## src/rtl/instr_register_pkg.sv

```systemverilog
// Shared types for instr_register and its scheduler.
// Opcode, operand, address and stored-instruction formats.
package instr_register_pkg;

  typedef enum logic [3:0] {
    ZERO, PASSA, PASSB, ADD,
    SUB, MULT, DIV, MOD
  } opcode_t;

  typedef logic signed [31:0] operand_t;

  typedef logic [4:0] address_t;

  typedef struct packed {
    opcode_t  opc;
    operand_t op_a;
    operand_t op_b;
    operand_t res;
  } instruction_t;

endpackage

```

## src/rtl/instr_reg_sched.sv

```systemverilog
// Round-robin write arbiter + circular FIFO read side for instr_register.
// Define INSTR_SCHED_STATS_EN to build the per-producer grant counters.
module instr_reg_sched
  import instr_register_pkg::*;
#(
  parameter int DEPTH    = 32,
  parameter int RST_HOLD = 2
) (
  input  logic         clk,
  input  logic         reset,
  input  logic         a_valid,
  input  logic         b_valid,
  output logic         a_ready,
  output logic         b_ready,
  input  opcode_t      a_opcode,
  input  opcode_t      b_opcode,
  input  operand_t     a_operand_a,
  input  operand_t     a_operand_b,
  input  operand_t     b_operand_a,
  input  operand_t     b_operand_b,
  output logic         rd_valid,
  input  logic         rd_ready,
  output instruction_t rd_data,
  input  logic         flush,
  output logic [5:0]   count,
  output logic         reg_reset_n,
  output logic         load_en,
  output opcode_t      opcode,
  output operand_t     operand_a,
  output operand_t     operand_b,
  output address_t     write_pointer,
  output address_t     read_pointer,
  input  instruction_t instruction_word,
  output logic [15:0]  grant_cnt_a,
  output logic [15:0]  grant_cnt_b
);

  typedef enum logic [1:0] {
    INIT, RUN, FLUSH
  } state_t;

  localparam int HW =
    (RST_HOLD > 1) ? $clog2(RST_HOLD) : 1;

  state_t        state;
  state_t        state_nxt;
  logic [HW-1:0] hold;
  logic          hold_done;
  logic          run;
  logic          do_flush;
  logic          space;
  logic          acc_a;
  logic          acc_b;
  logic          pop;
  logic          last_a;
  address_t      wr_ptr;
  address_t      rd_ptr;
  logic [5:0]    cnt;

  assign hold_done = (hold == HW'(RST_HOLD - 1));

  // state register
  always_ff @(posedge clk) begin
    if (reset) state <= INIT;
    else       state <= state_nxt;
  end

  // INIT dwell counter, reused on every entry
  always_ff @(posedge clk) begin
    if (reset || state != INIT || hold_done)
      hold <= '0;
    else
      hold <= hold + 1'b1;
  end

  // next-state logic
  always_comb begin
    state_nxt = state;
    unique case (state)
      INIT:    if (hold_done) state_nxt = RUN;
      RUN:     if (flush) state_nxt = FLUSH;
      FLUSH:   state_nxt = INIT;
      default: state_nxt = INIT;
    endcase
  end

  // state-decoded outputs
  always_comb begin
    run         = (state == RUN);
    reg_reset_n = run;
    do_flush    = run & flush;
  end

  // an in-flight write already owns a slot
  assign space =
    ({1'b0, cnt} + 7'(load_en)) < 7'(DEPTH);

  assign acc_a = run & space & a_valid
               & (~b_valid | ~last_a);
  assign acc_b = run & space & b_valid
               & (~a_valid | last_a);

  assign a_ready = acc_a;
  assign b_ready = acc_b;

  assign rd_valid     = run & (|cnt);
  assign pop          = rd_valid & rd_ready;
  assign read_pointer = rd_ptr;
  assign rd_data      = instruction_word;
  assign count        = cnt;

  // capture the granted request and issue it next cycle
  always_ff @(posedge clk) begin
    if (reset) begin
      load_en       <= 1'b0;
      write_pointer <= '0;
      wr_ptr        <= '0;
      last_a        <= 1'b0;
      opcode        <= ZERO;
      operand_a     <= '0;
      operand_b     <= '0;
    end else if (do_flush) begin
      load_en       <= 1'b0;
      write_pointer <= '0;
      wr_ptr        <= '0;
      last_a        <= 1'b0;
    end else begin
      load_en <= acc_a | acc_b;
      if (acc_a | acc_b) begin
        write_pointer <= wr_ptr;
        wr_ptr        <= wr_ptr + 1'b1;
        last_a        <= acc_a;
        opcode    <= acc_a ? a_opcode : b_opcode;
        operand_a <= acc_a ? a_operand_a
                           : b_operand_a;
        operand_b <= acc_a ? a_operand_b
                           : b_operand_b;
      end
    end
  end

  // occupancy tracks real register writes and pops
  always_ff @(posedge clk) begin
    if (reset || do_flush) begin
      rd_ptr <= '0;
      cnt    <= '0;
    end else begin
      if (pop) rd_ptr <= rd_ptr + 1'b1;
      unique case ({load_en, pop})
        2'b10:   cnt <= cnt + 1'b1;
        2'b01:   cnt <= cnt - 1'b1;
        default: cnt <= cnt;
      endcase
    end
  end

`ifdef INSTR_SCHED_STATS_EN
  logic [15:0] ga;
  logic [15:0] gb;

  // saturating per-producer grant counters
  always_ff @(posedge clk) begin
    if (reset || do_flush) begin
      ga <= '0;
      gb <= '0;
    end else begin
      if (acc_a && ga != 16'hFFFF) ga <= ga + 1'b1;
      if (acc_b && gb != 16'hFFFF) gb <= gb + 1'b1;
    end
  end

  assign grant_cnt_a = ga;
  assign grant_cnt_b = gb;
`else
  assign grant_cnt_a = '0;
  assign grant_cnt_b = '0;
`endif

endmodule

```

## config.mk

```make
export PLATFORM = sky130hd
export DESIGN_NAME = instr_reg_sched
export DESIGN_NICKNAME = d
export VERILOG_FILES = /design/src/rtl/instr_register_pkg.sv /design/src/rtl/instr_reg_sched.sv
export SDC_FILE = /design/constraint.sdc
export NUM_CORES = 1
export LEC_CHECK = 0
export CORE_AREA = 2 2 179 181
export DETAILED_ROUTE_END_ITERATION = 12
export DIE_AREA = 0 0 181 183
export PLACE_DENSITY_LB_ADDON = 0.15
export SYNTH_ARGS = -nofsm -noshare
export SYNTH_HDL_FRONTEND = slang
export SYNTH_SLANG_ARGS = --single-unit
```

## constraint.sdc

```tcl
create_clock -name clk -period 3.9 [get_ports clk]
set_clock_uncertainty 0.15 [all_clocks]
set_input_delay 1.17 -clock clk [delete_from_list [all_inputs] [get_ports clk]]
set_output_delay 1.17 -clock clk [all_outputs]
set_load 0.03 [all_outputs]
```

Yosys cells after proc, flatten, opt, wreduce, memory -nomap -nowiden --
Cells that the tools add are included.
Word-level totals: register bits 94, logic and storage cells 55
Cells by class: reductions and logical operators 10, add/subtract/negate cells 6, equal/unequal tests 5, magnitude comparators 1, bitwise logic cells 15, muxes and demuxes 7
Operators by type and width (number):
- 2-to-1 mux 32 bit | 2
- one-hot mux 6 bit (2 select lines) | 1
- adder 5 x 1 -> 5 bit, second input constant | 2
- AND 1 bit | 8
- adder 6 x 1 -> 7 bit | 1
- < comparator 7 x 6 -> 1 bit, second input constant | 1
- adder 6 x 1 -> 6 bit, second input constant | 1
- OR reduction 6 bit | 1
- subtractor 6 x 1 -> 6 bit, second input constant | 1
- equality test 2 x 1 -> 1 bit, second input constant | 2
- 2-to-1 mux 2 bit | 2
- 2-to-1 mux 4 bit | 1
- inequality test 2 bit, second input constant | 2
- NOT 1 bit | 4
- one-hot mux 2 bit (2 select lines) | 1
- AND reduction 2 bit | 2
- nonzero test 2 bit | 2
- logical OR 1 bit | 3
- bitwise OR 1 bit | 3
- equality test 2 bit, second input constant | 1
- logical NOT 2 bit | 1
- OR reduction 2 bit | 1
- adder 1 bit, second input constant | 1

Longest topological paths before layout --
Gate-level depths: netlist of the first run.
word-level depth 7, gate-level depth with buffers 11, gate-level depth less buffers 10

Least setup slack after synthesis of the first run --
No wires, ideal clock.
path kind in2out, start in a_valid, end out a_ready, arrival time 1.819 ns, slack 0.761 ns, stages 4, buffers on the path 1, cells stage by stage a21boi_0 nand2_2 inv_2 buf_2
On the way: cells in the longest elaborated chain, start to end 2
Ends and longest elaborated chain:
- from (decl) | line instr_reg_sched.sv:11 | input logic a_valid,
- AND 1 bit | line instr_reg_sched.sv:98 | assign acc_a = run & space & a_valid
- AND 1 bit | line instr_reg_sched.sv:99 | & (~b_valid | ~last_a);
- to (decl) | line instr_reg_sched.sv:13 | output logic a_ready,
No other way between the ends.

Final worst setup path of the first run --
Ends and elaborated chain as after synthesis.

==> results of run 1 <==
layer usage:
layer  vias up  share of wire  wire [um]
li1       2245              -          -
met1      2084           0.39       8260
met2       275           0.46       9700
met3        20           0.11       2250
met4         4          0.036        747
met5         -         0.0038         80
worst max-delay path, stage by stage:
cell,delay [ns]
clkdlybuf4s50_1,0.54
a21boi_0,0.34
nand2_4,0.09
inv_2,0.07
buf_4,0.15
flip-flops by register name (all words and copies together), names as in the netlist:
signal and flops:
load_en 1, write_pointer 5, state 2, operand_a 32, operand_b 32, count 6
wr_ptr 5, last_a 1, hold 1, opcode 4, read_pointer 5
cell type report:
cell class	instances	area [um2]
antenna	1	2.50
clock buffer	12	246
clock inverter	4	55.1
fill	3496	23900
inverter	8	30.0
multi-input combinational	405	2190
sequential	94	1880
tap	402	503
timing repair buffer	240	2390
cells by family after synthesis:
logic type / after synthesis / share of synthesized area
AND/OR/NAND/NOR: 256 / 0.198
buffers and inverters: 182 / 0.236
flip-flops: 94 / 0.364
AO/OA/AOI/OAI: 89 / 0.144
XOR/XNOR: 13 / 0.0220
adder cells (fa/ha/maj): 8 / 0.0208
multiplexers: 7 / 0.0136
other: 1 / 0.000726
power breakdown:
group	internal (mW)	switching (mW)
logic	0.286	0.348
registers	1.01	0.0314
clock network	0.520	0.422
synthesized netlist by cell type (2+ instances only):
cell,instances,share of area
nand2_1,145,0.11
dfxtp_1,94,0.36
clkbuf_1,20,0.015
xnor2_1,5,0.0085
nor2b_1,3,0.0036
buf_2,18,0.017
nand4_1,5,0.0061
buf_4,135,0.20
nor2_1,93,0.068
o21ai_0,3,0.0029
inv_1,7,0.0051
nor4b_1,2,0.0034
mux2i_1,7,0.014
a21oi_1,6,0.0058
xor2_1,8,0.014
a311oi_1,69,0.12
ha_1,7,0.017
through the flow:
stage	area, um2	utilization
after global routing	7300	0.234
after CTS	7300	0.234
after global placement	7000	0.224
after detailed placement	7000	0.224
after floorplan	5280	-
final	7300	0.234
path summary, 6_finish.rpt:
path,endpoint,slack (ns),cells after the start
max,a_ready,0.22,5
min,hold,0.28,1
max reg2reg,count[5],0.84,9
min reg2reg,hold,0.28,1
==> results.json, run 1 <==
{
  "status": "completed",
  "antenna_found_initial": 0,
  "syn-cell-area_mm2": 0.00517,
  "crit_required_ns": 2.58,
  "period_needed_ns": 3.68,
  "dp_cells": 1149,
  "critPathLaunchType": "input port",
  "first_global_vias": 4433,
  "p_per_area_mw_per_mm2": 359,
  "wl_per_cell_um": 18.0,
  "grt_use_met1": 0.134,
  "p_leak_nw": 2.60,
  "htree_levels": 3,
  "num-nets-final": 1008,
  "io_buffers": 230,
  "layout.cells.non_filler": 1166,
  "synth-seq-cells": 94,
  "grt_util_met2": 0.197,
  "grt_usage": 0.122,
  "drcViolationCount": 0,
  "postCtsSetupBuffers": 0,
  "routed_wl_um": 21000,
  "grt_setup_unrepaired": "no",
  "finalSetupViolations": 0,
  "die_h_um": 183,
  "tritoncts": "built",
  "worst_ep_arrival_time_ns": 2.36,
  "clk_pin_slew_worst_paths_ns": 0.07,
  "clk_latency_ns": 0.35,
  "io_pins": 463,
  "cts_resized": 0,
  "ys.flop_type": "dfxtp_1",
  "min_path_type": "reg -> reg",
  "power.total_mw": 2.62,
  "setup_slack_ns": 0.217,
  "first_pass_iters": 6,
  "final_common_cell": "clkdlybuf4s50_1",
  "drive_above_1_share": 0.0459,
  "vias_per_cell": 3.97,
  "period_share": 0.944,
  "clock_sinks": 94,
  "numCtsBuffers": 9,
  "area_delta_synth_final_pct": 41.3,
  "setup.worst_path.start": "a_valid",
  "place_hpwl_um": 16100,
  "syn-instance-count": 650,
  "cts_buffer_depth": 2,
  "ys_seq_area_frac": 0.364,
  "cts_hold_buffers": 0,
  "grt_start_max_net_pins": 69,
  "max_slew_margin": 0.423,
  "hp-start": "hold",
  "final_cell_mix": "clkdlybuf4s50_1, nand2_1, dfxtp_1",
  "hold_violations": 0,
  "ant_nets": 0,
  "drt_iter0_markers": 119,
  "cp_max_fo": 4,
  "r2r-start": "count[0]",
  "core_mm2": 0.0312,
  "grt_overflow": 0,
  "root_buffer": "clkbuf_16",
  "ys_types": 40,
  "std_cell_rows": 65,
  "synth-edff-count": 0,
  "vias": 4628,
  "ys_async_sr_fraction": 0,
  "dieArea_mm2": 0.0331,
  "fin_setup_tns_ns": 0,
  "worst_pin_slew_ns": 0.865,
  "met3_usage": 0.0604,
  "critical_path_class": "in -> out",
  "holdWs_ns": 0.278,
  "ys_warn_count": 0,
  "top_usage_layer": "met2",
  "drv_cap": 0,
  "end_kind": "primary output",
  "fp.dieW_um": 181,
  "initial_core_util": 0.165,
  "syn_area_per_cell_um2": 7.95,
  "max_freq_mhz": 272,
  "maxSlewViolCount": 0,
  "peakVddDrop_mv": 0.178,
  "gp_congestion": 0.788,
  "grt_first_pass_wirelength_um": 30000,
  "place_ws_ns": 0.206
}
Power figures use the tool's default switching activity.
==> run 2, diff against run 1 <==
Settings changed: CELL_PAD_IN_SITES_DETAIL_PLACEMENT set to 0, CELL_PAD_IN_SITES_GLOBAL_PLACEMENT set to 2, CORE_AREA 2 2 179 181 to not set, CORE_UTILIZATION set to 15, DIE_AREA 0 0 181 183 to not set.
==> results.json, run 2 (synthesis results as in run 1) <==
{
  "drcViolationCount": 0,
  "critPathLaunchType": "input port",
  "final_common_cell": "clkdlybuf4s50_1",
  "r2r_end": "count[5]",
  "vias_per_cell": 3.81,
  "cp_max_fo": 4,
  "place_hpwl_um": 13900,
  "layout.cells.non_filler": 1211,
  "min_path_cells": 1,
  "seqPwrFrac": 0.389,
  "regArea_mm2": 0.00188,
  "max_freq_mhz": 275,
  "numCtsBuffers": 9,
  "r2r-start": "count[0]",
  "io_pins": 463,
  "vias": 4609,
  "dieArea_mm2": 0.0352,
  "clk_pin_slew_worst_paths_ns": 0.07,
  "hold_violations": 0,
  "period_needed_ns": 3.64,
  "crit_required_ns": 2.58,
  "place_area_mm2": 0.00705,
  "root_buffer": "clkbuf_16",
  "cts_resized": 0,
  "worst_pin_slew_ns": 0.922,
  "grt_overflow": 0,
  "p_leak_nw": 2.61,
  "drive_above_1_share": 0.0472,
  "cts_buffer_depth": 2,
  "n_antenna_cell": 0,
  "holdWs_ns": 0.282,
  "htree_levels": 3,
  "grt_first_pass_wirelength_um": 28700,
  "place_ws_ns": 0.197,
  "setup_slack_ns": 0.265,
  "reg2reg_slack_ns": 0.72,
  "end_kind": "primary output",
  "power.total_mw": 2.69,
  "wl_per_cell_um": 16.0,
  "routed_wl_um": 19300,
  "critical_path_class": "in -> out",
  "num-nets-final": 1008,
  "first_pass_iters": 4,
  "power_switching_uw": 818,
  "die_h_um": 188,
  "std_cell_rows": 67,
  "grt_start_max_net_pins": 73,
  "worst_ep_arrival_time_ns": 2.32,
  "tritoncts": "built",
  "status": "completed",
  "reg2reg_depth": 9,
  "peakVddDrop_mv": 0.179,
  "power.share.combinational": 0.236,
  "gp_congestion": 0.689,
  "clk_latency_ns": 0.35,
  "antenna_found_initial": 0,
  "max_slew_margin": 0.386,
  "maxSlewViolCount": 0,
  "fillers": 3667,
  "period_share": 0.932,
  "fin_util": 0.219,
  "ant_nets": 0,
  "cts_hold_buffers": 0,
  "final_cell_mix": "clkdlybuf4s50_1, nand2_1, dfxtp_1",
  "hp-start": "hold",
  "postCtsSetupBuffers": 0,
  "clock_sinks": 94,
  "area_delta_synth_final_pct": 42.7,
  "grt_setup_unrepaired": "no",
  "p_int_mw": 1.87,
  "core_mm2": 0.0337,
  "io_buffers": 230,
  "p_sw_frac": 0.304,
  "drv_cap": 0,
  "min_path_type": "reg -> reg",
  "first_global_vias": 4663,
  "drt_iter0_markers": 124,
  "grt_usage": 0.106,
  "finalSetupViolations": 0,
  "p_clk_frac": 0.375,
  "multiInputGateArea_mm2": 0.00218,
  "initial_core_util": 0.153,
  "fin_area_mm2": 0.00737,
  "dp_cells": 1195,
  "p_per_area_mw_per_mm2": 365,
  "fin_setup_tns_ns": 0,
  "fp.dieW_um": 188,
  "min_to": "hold"
}
-- run 2: worst max-delay path, cell delays in order --
cell and delay [ns]:
clkdlybuf4s50_1 0.52, a21boi_0 0.26, nand2_2 0.11, inv_2 0.09
buf_4 0.16
-- run 2: layout make-up --
type,count,share of cell area
Clock inverter,6,0.0127
Inverter,8,0.00407
Clock buffer,10,0.0311
Timing Repair Buffer,240,0.325
Tap cell,448,0.0760
Sequential cell,94,0.255
Multi-Input combinational cell,405,0.296
-- run 2: routing by layer --
metal / GRT usage / vias to the layer above / share of wire
li1: - / 2242 / -
met2: 0.195 / 189 / 0.52
met4: 0.0381 / 0 / 0.017
met5: 0 / - / 0
met3: 0.0337 / 28 / 0.072
met1: 0.113 / 2150 / 0.39
-- run 2: worst max path at each step --
stage	from	endpoint	slack, ns
2_1_floorplan	a_valid	a_ready	0.76
3_3_place_gp	a_valid	a_ready	0.24
3_5_place_dp	rd_ready	count[5]	0.20
4_1_cts	a_valid	a_ready	0.24
5_1_grt	a_valid	a_ready	0.18
6_report	a_valid	a_ready	0.26
-- run 2: power by group through the flow --
stage,sequential (mW),combinational (mW),clock [mW]
after global routing,1.05,0.686,1.11
final,1.05,0.635,1.01
after CTS,1.05,0.647,1.08
after global placement,1.07,0.642,0
after floorplan,1.16,0.455,0
after detailed placement,1.07,0.645,0
